<file path="src/rtl/alu_seq_if.sv">
//------------------------------------------------------------------------------
// alu_seq_if : operand-side and result-side valid/ready bundle for alu_seq
// Rev 1.0
//------------------------------------------------------------------------------
`default_nettype none

interface alu_seq_if #(
   parameter int WIDTH = 8
);
   logic             in_valid;
   logic             in_ready;
   logic [WIDTH-1:0] a;
   logic [WIDTH-1:0] b;
   logic [2:0]       op;
   logic             out_valid;
   logic             out_ready;
   logic [WIDTH-1:0] result;
   logic             zero;
   logic             carry;
   logic             neg;

   modport master (
      output in_valid, a, b, op, out_ready,
      input  in_ready, out_valid, result, zero, carry, neg
   );

   modport slave (
      input  in_valid, a, b, op, out_ready,
      output in_ready, out_valid, result, zero, carry, neg
   );
endinterface

`default_nettype wire

</file>
<file path="src/rtl/alu_seq.sv">
//------------------------------------------------------------------------------
// alu_seq : registered ALU, single-cycle logic/arith ops, 1-bit/cycle shifts
// Rev 1.0
//------------------------------------------------------------------------------
`default_nettype none

module alu_seq #(
   parameter int WIDTH = 8
) (
   input  wire logic clk,
   input  wire logic rst,
   alu_seq_if.slave  bus
);
   localparam int SHW = $clog2(WIDTH);

   typedef enum logic [1:0] {
      IDLE  = 2'd0,
      SHIFT = 2'd1,
      DONE  = 2'd2
   } state_t;

   state_t           r_state;
   logic [WIDTH-1:0] r_work;
   logic [WIDTH-1:0] r_result;
   logic [SHW-1:0]   r_count;
   logic             r_is_shr;
   logic             r_out_valid;
   logic             r_zero;
   logic             r_carry;
   logic             r_neg;

   logic [WIDTH:0]   w_sum;
   logic [WIDTH-1:0] w_res;
   logic             w_cy;
   logic [WIDTH-1:0] w_step;
   logic             w_out_bit;
   logic [SHW-1:0]   w_k;
   logic             w_long_shift;
   logic             w_in_ready;
   logic             w_accept;

   assign w_k          = bus.b[SHW-1:0];
   assign w_long_shift = bus.op[2] && bus.op[1] && (w_k != '0);
   assign w_in_ready   = (r_state == IDLE) || ((r_state == DONE) && bus.out_ready);
   assign w_accept     = bus.in_valid && w_in_ready;

   // Single-cycle datapath; shifts with k=0 fall through to PASSA behaviour.
   always_comb begin
      w_sum = {1'b0, bus.a} + {1'b0, bus.b};
      w_res = '0;
      w_cy  = 1'b0;
      case (bus.op)
         3'b000: begin
            w_res = w_sum[WIDTH-1:0];
            w_cy  = w_sum[WIDTH];
         end
         3'b001: begin
            w_res = bus.a - bus.b;
            w_cy  = (bus.a < bus.b);
         end
         3'b010:  w_res = bus.a & bus.b;
         3'b011:  w_res = bus.a | bus.b;
         3'b100:  w_res = bus.a ^ bus.b;
         default: w_res = bus.a;
      endcase
   end

   always_comb begin
      w_step    = r_work;
      w_out_bit = 1'b0;
      if (r_is_shr) begin
         w_step    = {1'b0, r_work[WIDTH-1:1]};
         w_out_bit = r_work[0];
      end else begin
         w_step    = {r_work[WIDTH-2:0], 1'b0};
         w_out_bit = r_work[WIDTH-1];
      end
   end

   always_ff @(posedge clk or posedge rst) begin
      if (rst) begin
         r_state     <= IDLE;
         r_work      <= '0;
         r_result    <= '0;
         r_count     <= '0;
         r_is_shr    <= 1'b0;
         r_out_valid <= 1'b0;
         r_zero      <= 1'b0;
         r_carry     <= 1'b0;
         r_neg       <= 1'b0;
      end else begin
         case (r_state)
            IDLE, DONE: begin
               if ((r_state == DONE) && bus.out_ready && !bus.in_valid) begin
                  r_out_valid <= 1'b0;
                  r_state     <= IDLE;
               end
               if (w_accept) begin
                  if (w_long_shift) begin
                     r_work      <= bus.a;
                     r_count     <= w_k;
                     r_is_shr    <= bus.op[0];
                     r_out_valid <= 1'b0;
                     r_state     <= SHIFT;
                  end else begin
                     r_result    <= w_res;
                     r_carry     <= w_cy;
                     r_zero      <= (w_res == '0);
                     r_neg       <= w_res[WIDTH-1];
                     r_out_valid <= 1'b1;
                     r_state     <= DONE;
                  end
               end
            end
            SHIFT: begin
               r_work  <= w_step;
               r_carry <= w_out_bit;
               r_count <= r_count - 1'b1;
               if (r_count == SHW'(1)) begin
                  r_result    <= w_step;
                  r_zero      <= (w_step == '0);
                  r_neg       <= w_step[WIDTH-1];
                  r_out_valid <= 1'b1;
                  r_state     <= DONE;
               end
            end
            default: r_state <= IDLE;
         endcase
      end
   end

   assign bus.in_ready  = w_in_ready;
   assign bus.out_valid = r_out_valid;
   assign bus.result    = r_result;
   assign bus.zero      = r_zero;
   assign bus.carry     = r_carry;
   assign bus.neg       = r_neg;

endmodule

`default_nettype wire

</file>
<file path="src/flat_wrapper.sv">
// flat-port wrapper written by rule: the top's interface ports become plain ports
module alu_seq_flat 
#(
   parameter int WIDTH = 8
)
  (clk, rst, bus_in_valid, bus_a, bus_b, bus_op, bus_out_ready, bus_in_ready, bus_out_valid, bus_result, bus_zero, bus_carry, bus_neg);
  alu_seq_if #(.WIDTH(WIDTH)) bus_i ();
  input  wire logic clk;
  input  wire logic rst;
  input wire logic [$bits(bus_i.in_valid)-1:0] bus_in_valid;
  input wire logic [$bits(bus_i.a)-1:0] bus_a;
  input wire logic [$bits(bus_i.b)-1:0] bus_b;
  input wire logic [$bits(bus_i.op)-1:0] bus_op;
  input wire logic [$bits(bus_i.out_ready)-1:0] bus_out_ready;
  output wire logic [$bits(bus_i.in_ready)-1:0] bus_in_ready;
  output wire logic [$bits(bus_i.out_valid)-1:0] bus_out_valid;
  output wire logic [$bits(bus_i.result)-1:0] bus_result;
  output wire logic [$bits(bus_i.zero)-1:0] bus_zero;
  output wire logic [$bits(bus_i.carry)-1:0] bus_carry;
  output wire logic [$bits(bus_i.neg)-1:0] bus_neg;
  assign bus_i.in_valid = bus_in_valid;
  assign bus_i.a = bus_a;
  assign bus_i.b = bus_b;
  assign bus_i.op = bus_op;
  assign bus_i.out_ready = bus_out_ready;
  assign bus_in_ready = bus_i.in_ready;
  assign bus_out_valid = bus_i.out_valid;
  assign bus_result = bus_i.result;
  assign bus_zero = bus_i.zero;
  assign bus_carry = bus_i.carry;
  assign bus_neg = bus_i.neg;
  alu_seq #(.WIDTH(WIDTH)) u_core (.clk(clk), .rst(rst), .bus(bus_i));
endmodule
</file>
<file path="config.mk">
export PLATFORM = sky130hd
export DESIGN_NAME = alu_seq_flat
export DESIGN_NICKNAME = d
export VERILOG_FILES = /design/src/rtl/alu_seq_if.sv /design/src/rtl/alu_seq.sv /design/src/flat_wrapper.sv
export SDC_FILE = /design/constraint.sdc
export NUM_CORES = 1
export LEC_CHECK = 0
export ABC_CLOCK_PERIOD_IN_PS = 3100
export BUFFER_PORTS_ARGS = -buffer_cell sky130_fd_sc_hd__buf_2
export CORE_ASPECT_RATIO = 1.75
export CORE_MARGIN = 2
export CORE_UTILIZATION = 64
export DETAILED_ROUTE_END_ITERATION = 16
export GPL_TIMING_DRIVEN = 0
export PLACE_DENSITY = 0.87
export REMOVE_ABC_BUFFERS = 1
export SLEW_MARGIN = 10
export SYNTH_ARGS = -nofsm -noshare
export SYNTH_HDL_FRONTEND = slang
export SYNTH_SLANG_ARGS = --single-unit
</file>
<file path="constraint.sdc">
create_clock -name clk -period 3.1 [get_ports clk]
set_clock_uncertainty 0.15 [all_clocks]
set_input_delay 0.31 -clock clk [delete_from_list [all_inputs] [get_ports clk]]
set_output_delay 0.31 -clock clk [all_outputs]
set_load 0.02 [all_outputs]
</file>
==> run_summary.xml, run 1 <==
<?xml version="1.0" encoding="UTF-8"?>
<metrics>
  <group name="routing">
    <metric name="drc_errors" unit="">0</metric>
    <metric name="post_detailed_route_via_to_cell_ratio" unit="">6.49</metric>
    <metric name="route.vias.total" unit="">2628</metric>
    <metric name="post_dr_wirelength_cell" unit="microns">17.6</metric>
    <metric name="drt.antenna.violating_nets" unit="">0</metric>
    <metric name="firstDrtPassIters" unit="">4</metric>
    <metric name="wirelength" unit="mm">7.11</metric>
    <metric name="initialDrtViolationCount" unit="">146</metric>
  </group>
  <group name="yosys">
    <metric name="netlist_instances" unit="">336</metric>
    <metric name="yosysSeqAreaShare" unit="%">22.9</metric>
    <metric name="synth-async-reset-ratio" unit="%">100</metric>
    <metric name="synth_commonest_cells" unit="">nand2_1, nor2_1, inv_1</metric>
    <metric name="synthMostInstantiatedCell" unit="">nand2_1</metric>
    <metric name="synth_cell_types" unit="">68</metric>
    <metric name="ys_dominant_reg_cell" unit="">dfrtp_1</metric>
    <metric name="synthDominantAreaCellType" unit="">dfrtp_1</metric>
    <metric name="synth_largest_type_area_fraction" unit="%">22.9</metric>
    <metric name="synth.ff_latch_count" unit="">25</metric>
    <metric name="post_synth_main_area_contributors" unit="">dfrtp_1, ha_1, nand2_1, o21ai_0, nor2_1</metric>
    <metric name="post_synth.cell_area_avg" unit="sq um">8.15</metric>
    <metric name="synth_edf_count" unit="">0</metric>
    <metric name="ys.warnings.count" unit="">0</metric>
    <metric name="post_synthesis_cell_area" unit="sq um">2740</metric>
  </group>
  <group name="timing">
    <metric name="max_slew.worst_pin.slew" unit="ps">943</metric>
    <metric name="final_max_slew_viol_count" unit="">0</metric>
    <metric name="totalNegativeSetupSlack" unit="ps">0</metric>
    <metric name="finalHoldViolations" unit="">0</metric>
    <metric name="timing.final.crit_share" unit="%">84.3</metric>
    <metric name="rsz0062_at_grt" unit="">false</metric>
    <metric name="f_max" unit="MHz">383</metric>
    <metric name="holdWs" unit="ps">81.8</metric>
    <metric name="min_period" unit="ps">2610</metric>
    <metric name="worst_rel_slew_slack" unit="%">37.0</metric>
    <metric name="report.final.setup_viol" unit="">0</metric>
  </group>
  <group name="critical_path">
    <metric name="path_class" unit="">in2reg</metric>
    <metric name="worstSetupEndpointType" unit="">flop</metric>
    <metric name="worst-endpoint-arrival" unit="ps">2630</metric>
    <metric name="critical_path.startpoint_type" unit="">input port</metric>
    <metric name="crit_required" unit="ps">3110</metric>
    <metric name="critical_path.max_fanout" unit="">12</metric>
  </group>
  <group name="cts">
    <metric name="clock_sink_count" unit="">25</metric>
    <metric name="cts.htree.levels" unit="">1</metric>
    <metric name="tritoncts_clock_tree" unit="">built</metric>
    <metric name="cts_max_path_buffers" unit="">2</metric>
    <metric name="cts_hold_bufs" unit="">0</metric>
    <metric name="cts-buffers-inserted" unit="">3</metric>
    <metric name="cts.repair_timing.setup_buffer_count" unit="">0</metric>
    <metric name="source_to_sink_clock_delay_at_the_later_pin_of_the_worst_skew_pair" unit="ps">270</metric>
    <metric name="postCtsResizedCells" unit="">0</metric>
    <metric name="path_clk_slew" unit="ps">90</metric>
    <metric name="clockRootBuffer" unit="">clkbuf_8</metric>
  </group>
  <group name="place">
    <metric name="buffer_ports.inserted" unit="">35</metric>
    <metric name="routabilityCongestion" unit="">0.987</metric>
    <metric name="placement.cell_area" unit="sq um">2800</metric>
    <metric name="placedCellCount" unit="">401</metric>
    <metric name="post-dp-hpwl" unit="mm">5.47</metric>
  </group>
  <group name="layout">
    <metric name="final_cells" unit="">405</metric>
    <metric name="finalInstanceArea" unit="sq um">2850</metric>
    <metric name="antenna-diode-count" unit="">0</metric>
    <metric name="nets" unit="">408</metric>
    <metric name="layout-area-overhead-vs-synth" unit="%">3.93</metric>
    <metric name="layout-drive-gt1-share" unit="%">16.9</metric>
    <metric name="fill_cells" unit="">370</metric>
  </group>
  <group name="pwr">
    <metric name="pwr-share-seq" unit="%">38.3</metric>
    <metric name="post-layout-total-power" unit="mW">1.63</metric>
    <metric name="power.combinational.fraction" unit="%">49.7</metric>
    <metric name="swShare" unit="%">44.8</metric>
    <metric name="power.density_cell_area" unit="nW/um^2">574</metric>
    <metric name="p_leak" unit="nW">1.33</metric>
    <metric name="power.clock.fraction" unit="%">12.0</metric>
    <metric name="peak_supply_drop" unit="mV">0.461</metric>
    <metric name="power_report.internal_total" unit="uW">901</metric>
    <metric name="netSwitchingPower" unit="uW">732</metric>
  </group>
  <group name="global_routing">
    <metric name="grt_pass1_wl" unit="mm">11.7</metric>
    <metric name="overflow" unit="">0</metric>
    <metric name="grt_util_all_layers" unit="%">31.5</metric>
    <metric name="grt_start_max_net_pins" unit="">39</metric>
    <metric name="first_global_vias" unit="">2538</metric>
    <metric name="antenna_found_initial" unit="">0</metric>
  </group>
  <group name="floorplanning">
    <metric name="die_area" unit="sq um">4840</metric>
    <metric name="number_of_primary_i_o_pins" unit="">36</metric>
    <metric name="die_h" unit="microns">90.5</metric>
    <metric name="die_w" unit="microns">53.4</metric>
    <metric name="fp-row-count" unit="">31</metric>
    <metric name="core_area" unit="sq um">4110</metric>
    <metric name="initial_core_util" unit="%">66.6</metric>
  </group>
  <group name="flow_run">
    <metric name="cap_viol_max_count" unit="">0</metric>
  </group>
  <group name="min_path">
    <metric name="worst_hold_path_type" unit="">in2async</metric>
  </group>
  <group name="outcome">
    <metric name="run_status" unit="">finished clean</metric>
  </group>
</metrics>
## metrics by stage
step                      utilization (%)  setup WS, ps
after global routing                 69.2           366
after global placement               68.1           289
after CTS                            69.2           530
after detailed placement             68.1           258
final                                69.2           487
after floorplan                         -           724
## layout make-up
cell class                      count  area, sq um  area share (%)
Clock buffer                        4         45.0            1.58
Inverter                           28          105            3.69
Multi-Input combinational cell    264         1830            64.4
Sequential cell                    25          626            22.0
Tap cell                           49         61.3            2.15
Timing Repair Buffer               35          175            6.16
## flip-flops by register name, summed over array words and instances (netlist names)
name	cells
u_core.r_state	2
u_core.bus.neg	1
u_core.bus.out_valid	1
u_core.bus.zero	1
u_core.r_count	3
u_core.r_work	8
u_core.r_is_shr	1
u_core.bus.result	7
u_core.bus.carry	1
## layout by cell type, fill, tap and decap left out, drive strengths merged, types with 3 or more instances in the layout
master  count
a211o       3
a211oi     12
a21o        4
a21oi      17
a221o       3
a31oi       7
and3        3
buf        35
clkbuf      4
dfrtp      25
ha         26
inv        28
mux2        5
mux2i       7
nand2      36
nand3       6
nand4       3
nor2       30
nor2b       9
nor3        9
o211ai      6
o21ai      25
o221ai      4
o22ai       3
o31ai       4
## worst paths after layout
| path | startpoint | end | slack [ps] | cells after the start |
|---|---|---|---|---|
| setup / recovery | bus_a[3] | u_core.bus.neg | 490 | 10 |
| setup reg to reg | u_core.r_count[0] | u_core.bus.result[5] | 840 | 6 |
| max in group asynchronous | rst | u_core.r_count[2] | 2150 | 2 |
| hold reg to reg | u_core.bus.result[0] | u_core.bus.result[0] | 320 | 1 |
| min in group clk | bus_b[2] | u_core.r_count[2] | 180 | 3 |
| hold / removal | rst | u_core.bus.neg | 80 | 2 |
## metal layers
metal  track usage [%]  share of wire, %
met5                 0                 0
met2              54.7                53
met1              35.7                38
met4              16.0               4.5
met3              3.64               4.4
## power groups by stage
| stage | Sequential (mW) | Combinational, mW | Clock (mW) |
|---|---|---|---|
| finish | 0.626 | 0.813 | 0.195 |
| CTS | 0.620 | 0.810 | 0.192 |
| global route | 0.648 | 0.892 | 0.214 |
| floorplan | 0.681 | 0.483 | 0 |
| detailed placement | 0.624 | 0.807 | 0 |
| global placement | 0.617 | 0.770 | 0 |
## logic make-up after synthesis
family,Yosys count,synth area share (%)
AOI/OAI and AO/OA,111,28.5
xor gates and xnor gates,2,0.640
adders and majority gates,28,13.3
buffers and inverters,47,10.2
DFF,25,22.9
muxes,12,4.62
and+or+nand+nor,111,19.8
## critical path: stages
cell and delay [ps]:
buf_2 150, inv_1 60, ha_1 510, o21ai_0 190, o21ai_0 380, a31o_1 200, nand3_1 90, o32ai_2 350
o21ai_1 100, mux2_2 290
No activity file was read; power rests on OpenSTA's default activity.
==> run 2, diff against run 1 <==
--- a/config.mk
+++ b/config.mk
@@ -5,14 +5,14 @@
 export SDC_FILE = /design/constraint.sdc
 export NUM_CORES = 1
 export LEC_CHECK = 0
-export ABC_CLOCK_PERIOD_IN_PS = 3100
+export ABC_CLOCK_PERIOD_IN_PS = 2700
 export BUFFER_PORTS_ARGS = -buffer_cell sky130_fd_sc_hd__buf_2
 export CORE_ASPECT_RATIO = 1.75
 export CORE_MARGIN = 2
-export CORE_UTILIZATION = 64
+export CORE_UTILIZATION = 59
 export DETAILED_ROUTE_END_ITERATION = 16
 export GPL_TIMING_DRIVEN = 0
-export PLACE_DENSITY = 0.87
+export PLACE_DENSITY = 0.81
 export REMOVE_ABC_BUFFERS = 1
 export SLEW_MARGIN = 10
 export SYNTH_ARGS = -nofsm -noshare
==> constraint.sdc (replaced) <==
create_clock -name clk -period 2.7 [get_ports clk]
set_clock_uncertainty 0.15 [all_clocks]
set_input_delay 0.27 -clock clk [delete_from_list [all_inputs] [get_ports clk]]
set_output_delay 0.27 -clock clk [all_outputs]
set_load 0.02 [all_outputs]
==> run 2 against run 1 <==
Global-route usage is 4.5 points lower. Final cell count increased by 0.49%. Die area rose by 8.0%. Final area rose by 0.31%. Register-to-register slack got worse by 430 ps. Largest power group unchanged.
==> run_summary.xml, run 2 (same netlist as run 1, synthesis figures left out) <==
<?xml version="1.0" encoding="UTF-8"?>
<metrics>
  <group name="place">
    <metric name="routabilityCongestion" unit="">0.996</metric>
    <metric name="post-dp-hpwl" unit="mm">5.14</metric>
    <metric name="placedCellCount" unit="">403</metric>
    <metric name="buffer_ports.inserted" unit="">35</metric>
    <metric name="placement.cell_area" unit="sq um">2800</metric>
  </group>
  <group name="timing">
    <metric name="holdWs" unit="ps">51.3</metric>
    <metric name="min_period" unit="ps">2560</metric>
    <metric name="f_max" unit="MHz">391</metric>
    <metric name="worst_rel_slew_slack" unit="%">35.2</metric>
    <metric name="rsz0062_at_grt" unit="">false</metric>
    <metric name="report.final.setup_viol" unit="">0</metric>
    <metric name="max_slew.worst_pin.slew" unit="ps">970</metric>
    <metric name="finalHoldViolations" unit="">0</metric>
    <metric name="final_max_slew_viol_count" unit="">0</metric>
    <metric name="timing.final.crit_share" unit="%">94.8</metric>
  </group>
  <group name="layout">
    <metric name="fill_cells" unit="">422</metric>
    <metric name="layout-drive-gt1-share" unit="%">17.4</metric>
    <metric name="finalInstanceArea" unit="sq um">2850</metric>
    <metric name="multi_input_comb_area" unit="sq um">1840</metric>
    <metric name="nets" unit="">408</metric>
    <metric name="final_cells" unit="">407</metric>
    <metric name="antenna-diode-count" unit="">0</metric>
    <metric name="area.sequential" unit="sq um">626</metric>
    <metric name="number_of_flip_flops_in_the_largest_register" unit="">8</metric>
    <metric name="regMostFlops" unit="">u_core.r_work</metric>
    <metric name="most-common-layout-cells" unit="">nand2_1, buf_2, nor2_1</metric>
    <metric name="layout-area-overhead-vs-synth" unit="%">4.25</metric>
    <metric name="layout_commonest_cell" unit="">nand2_1</metric>
  </group>
  <group name="cts">
    <metric name="cts_max_path_buffers" unit="">2</metric>
    <metric name="tritoncts_clock_tree" unit="">built</metric>
    <metric name="cts.htree.levels" unit="">1</metric>
    <metric name="clockRootBuffer" unit="">clkbuf_8</metric>
    <metric name="path_clk_slew" unit="ps">80</metric>
    <metric name="clock_sink_count" unit="">25</metric>
    <metric name="cts-buffers-inserted" unit="">3</metric>
    <metric name="source_to_sink_clock_delay_at_the_later_pin_of_the_worst_skew_pair" unit="ps">270</metric>
    <metric name="cts.repair_timing.setup_buffer_count" unit="">0</metric>
  </group>
  <group name="global_routing">
    <metric name="globalRoute.busiestLayer" unit="">met2</metric>
    <metric name="grt_util_all_layers" unit="%">27.0</metric>
    <metric name="met1_track_demand_over_resource" unit="%">31.9</metric>
    <metric name="met2_layer_usage_reported_by_global_route" unit="%">49.9</metric>
    <metric name="first_global_vias" unit="">2462</metric>
    <metric name="grt_start_max_net_pins" unit="">39</metric>
    <metric name="grt_util_met3" unit="%">0.689</metric>
    <metric name="grt_pass1_wl" unit="mm">11.4</metric>
    <metric name="antenna_found_initial" unit="">0</metric>
    <metric name="overflow" unit="">0</metric>
  </group>
  <group name="floorplanning">
    <metric name="fp-row-count" unit="">32</metric>
    <metric name="die_area" unit="sq um">5220</metric>
    <metric name="initial_core_util" unit="%">61.6</metric>
    <metric name="die_h" unit="microns">94.1</metric>
    <metric name="core_area" unit="sq um">4440</metric>
    <metric name="number_of_primary_i_o_pins" unit="">36</metric>
    <metric name="die_w" unit="microns">55.5</metric>
  </group>
  <group name="routing">
    <metric name="drt.antenna.violating_nets" unit="">0</metric>
    <metric name="wirelength" unit="mm">6.80</metric>
    <metric name="initialDrtViolationCount" unit="">113</metric>
    <metric name="drc_errors" unit="">0</metric>
    <metric name="firstDrtPassIters" unit="">4</metric>
    <metric name="route.vias.total" unit="">2583</metric>
    <metric name="post_detailed_route_via_to_cell_ratio" unit="">6.35</metric>
    <metric name="post_dr_wirelength_cell" unit="microns">16.7</metric>
  </group>
  <group name="min_path">
    <metric name="worst_hold_path_type" unit="">in2async</metric>
  </group>
  <group name="critical_path">
    <metric name="critical_path.max_fanout" unit="">4</metric>
    <metric name="critical_path.startpoint_type" unit="">input port</metric>
    <metric name="path_class" unit="">in2reg</metric>
    <metric name="crit_required" unit="ps">2740</metric>
    <metric name="worst-endpoint-arrival" unit="ps">2600</metric>
    <metric name="worstSetupEndpointType" unit="">flop</metric>
    <metric name="reg2reg_setup_slack" unit="ps">410</metric>
  </group>
  <group name="pwr">
    <metric name="power.density_cell_area" unit="nW/um^2">646</metric>
    <metric name="peak_supply_drop" unit="mV">0.520</metric>
    <metric name="p_leak" unit="nW">1.33</metric>
  </group>
  <group name="outcome">
    <metric name="run_status" unit="">finished clean</metric>
  </group>
  <group name="flow_run">
    <metric name="cap_viol_max_count" unit="">0</metric>
  </group>
</metrics>
[run 2: path summary, 6_finish.rpt]
check | start | endpoint | cells past startpoint
min reg2reg | u_core.bus.result[6] | u_core.bus.result[6] | 1
min | rst | u_core.bus.neg | 2
max | bus_a[0] | u_core.bus.zero | 11
min in group clk | bus_b[2] | u_core.r_count[2] | 3
max in group asynchronous | rst | u_core.bus.result[0] | 2
max reg2reg | u_core.r_count[0] | u_core.bus.zero | 8
[run 2: cell type report]
| class | instances | share of cell area, % |
|---|---|---|
| multi-input cells | 264 | 64.4 |
| flip-flops and latches | 25 | 21.9 |
| repair buffers | 35 | 6.14 |
| inverters | 28 | 3.68 |
| well taps | 51 | 2.24 |
| clock buffers | 4 | 1.58 |
[run 2: what timing repair did]
| action | CTS | global route |
|---|---|---|
| gates resized for setup | 0 | 2 |
| hold buffers | 0 | 0 |
| setup endpoints to repair | 0 | 1 |
[run 2: metal layers]
metal / vias to the layer above / part of all wire [%]
met3: 11 / 3.5
met2: 80 / 54
met1: 1237 / 40
met4: 0 / 2.2
li1: 1255 / -
met5: - / 0
[run 2: power by group]
group / switching, mW / internal (mW) / total, mW
sequential: 0.163 / 0.547 / 0.710
combinational: 0.531 / 0.382 / 0.913
clock: 0.115 / 0.106 / 0.220
[run 2: metrics by stage]
stage	utilization, %	power, mW	setup TNS (ps)	setup slack [ps]
4_1_cts	64.1	1.84	0	142
6_report	64.2	1.84	0	141
2_1_floorplan	-	1.34	0	364
3_5_place_dp	63.1	1.62	-274	-120
3_3_place_gp	63.1	1.59	-241	-90.5
5_1_grt	64.2	1.98	0	8.28
[run 2: worst max-delay path: stages]
cell	delay [ps]
buf_2	120
inv_1	70
ha_1	220
fa_1	430
xor2_1	180
a221oi_2	270
a211oi_1	80
a211o_1	340
nor4_1	290
nand4_1	160
o21ai_1	170
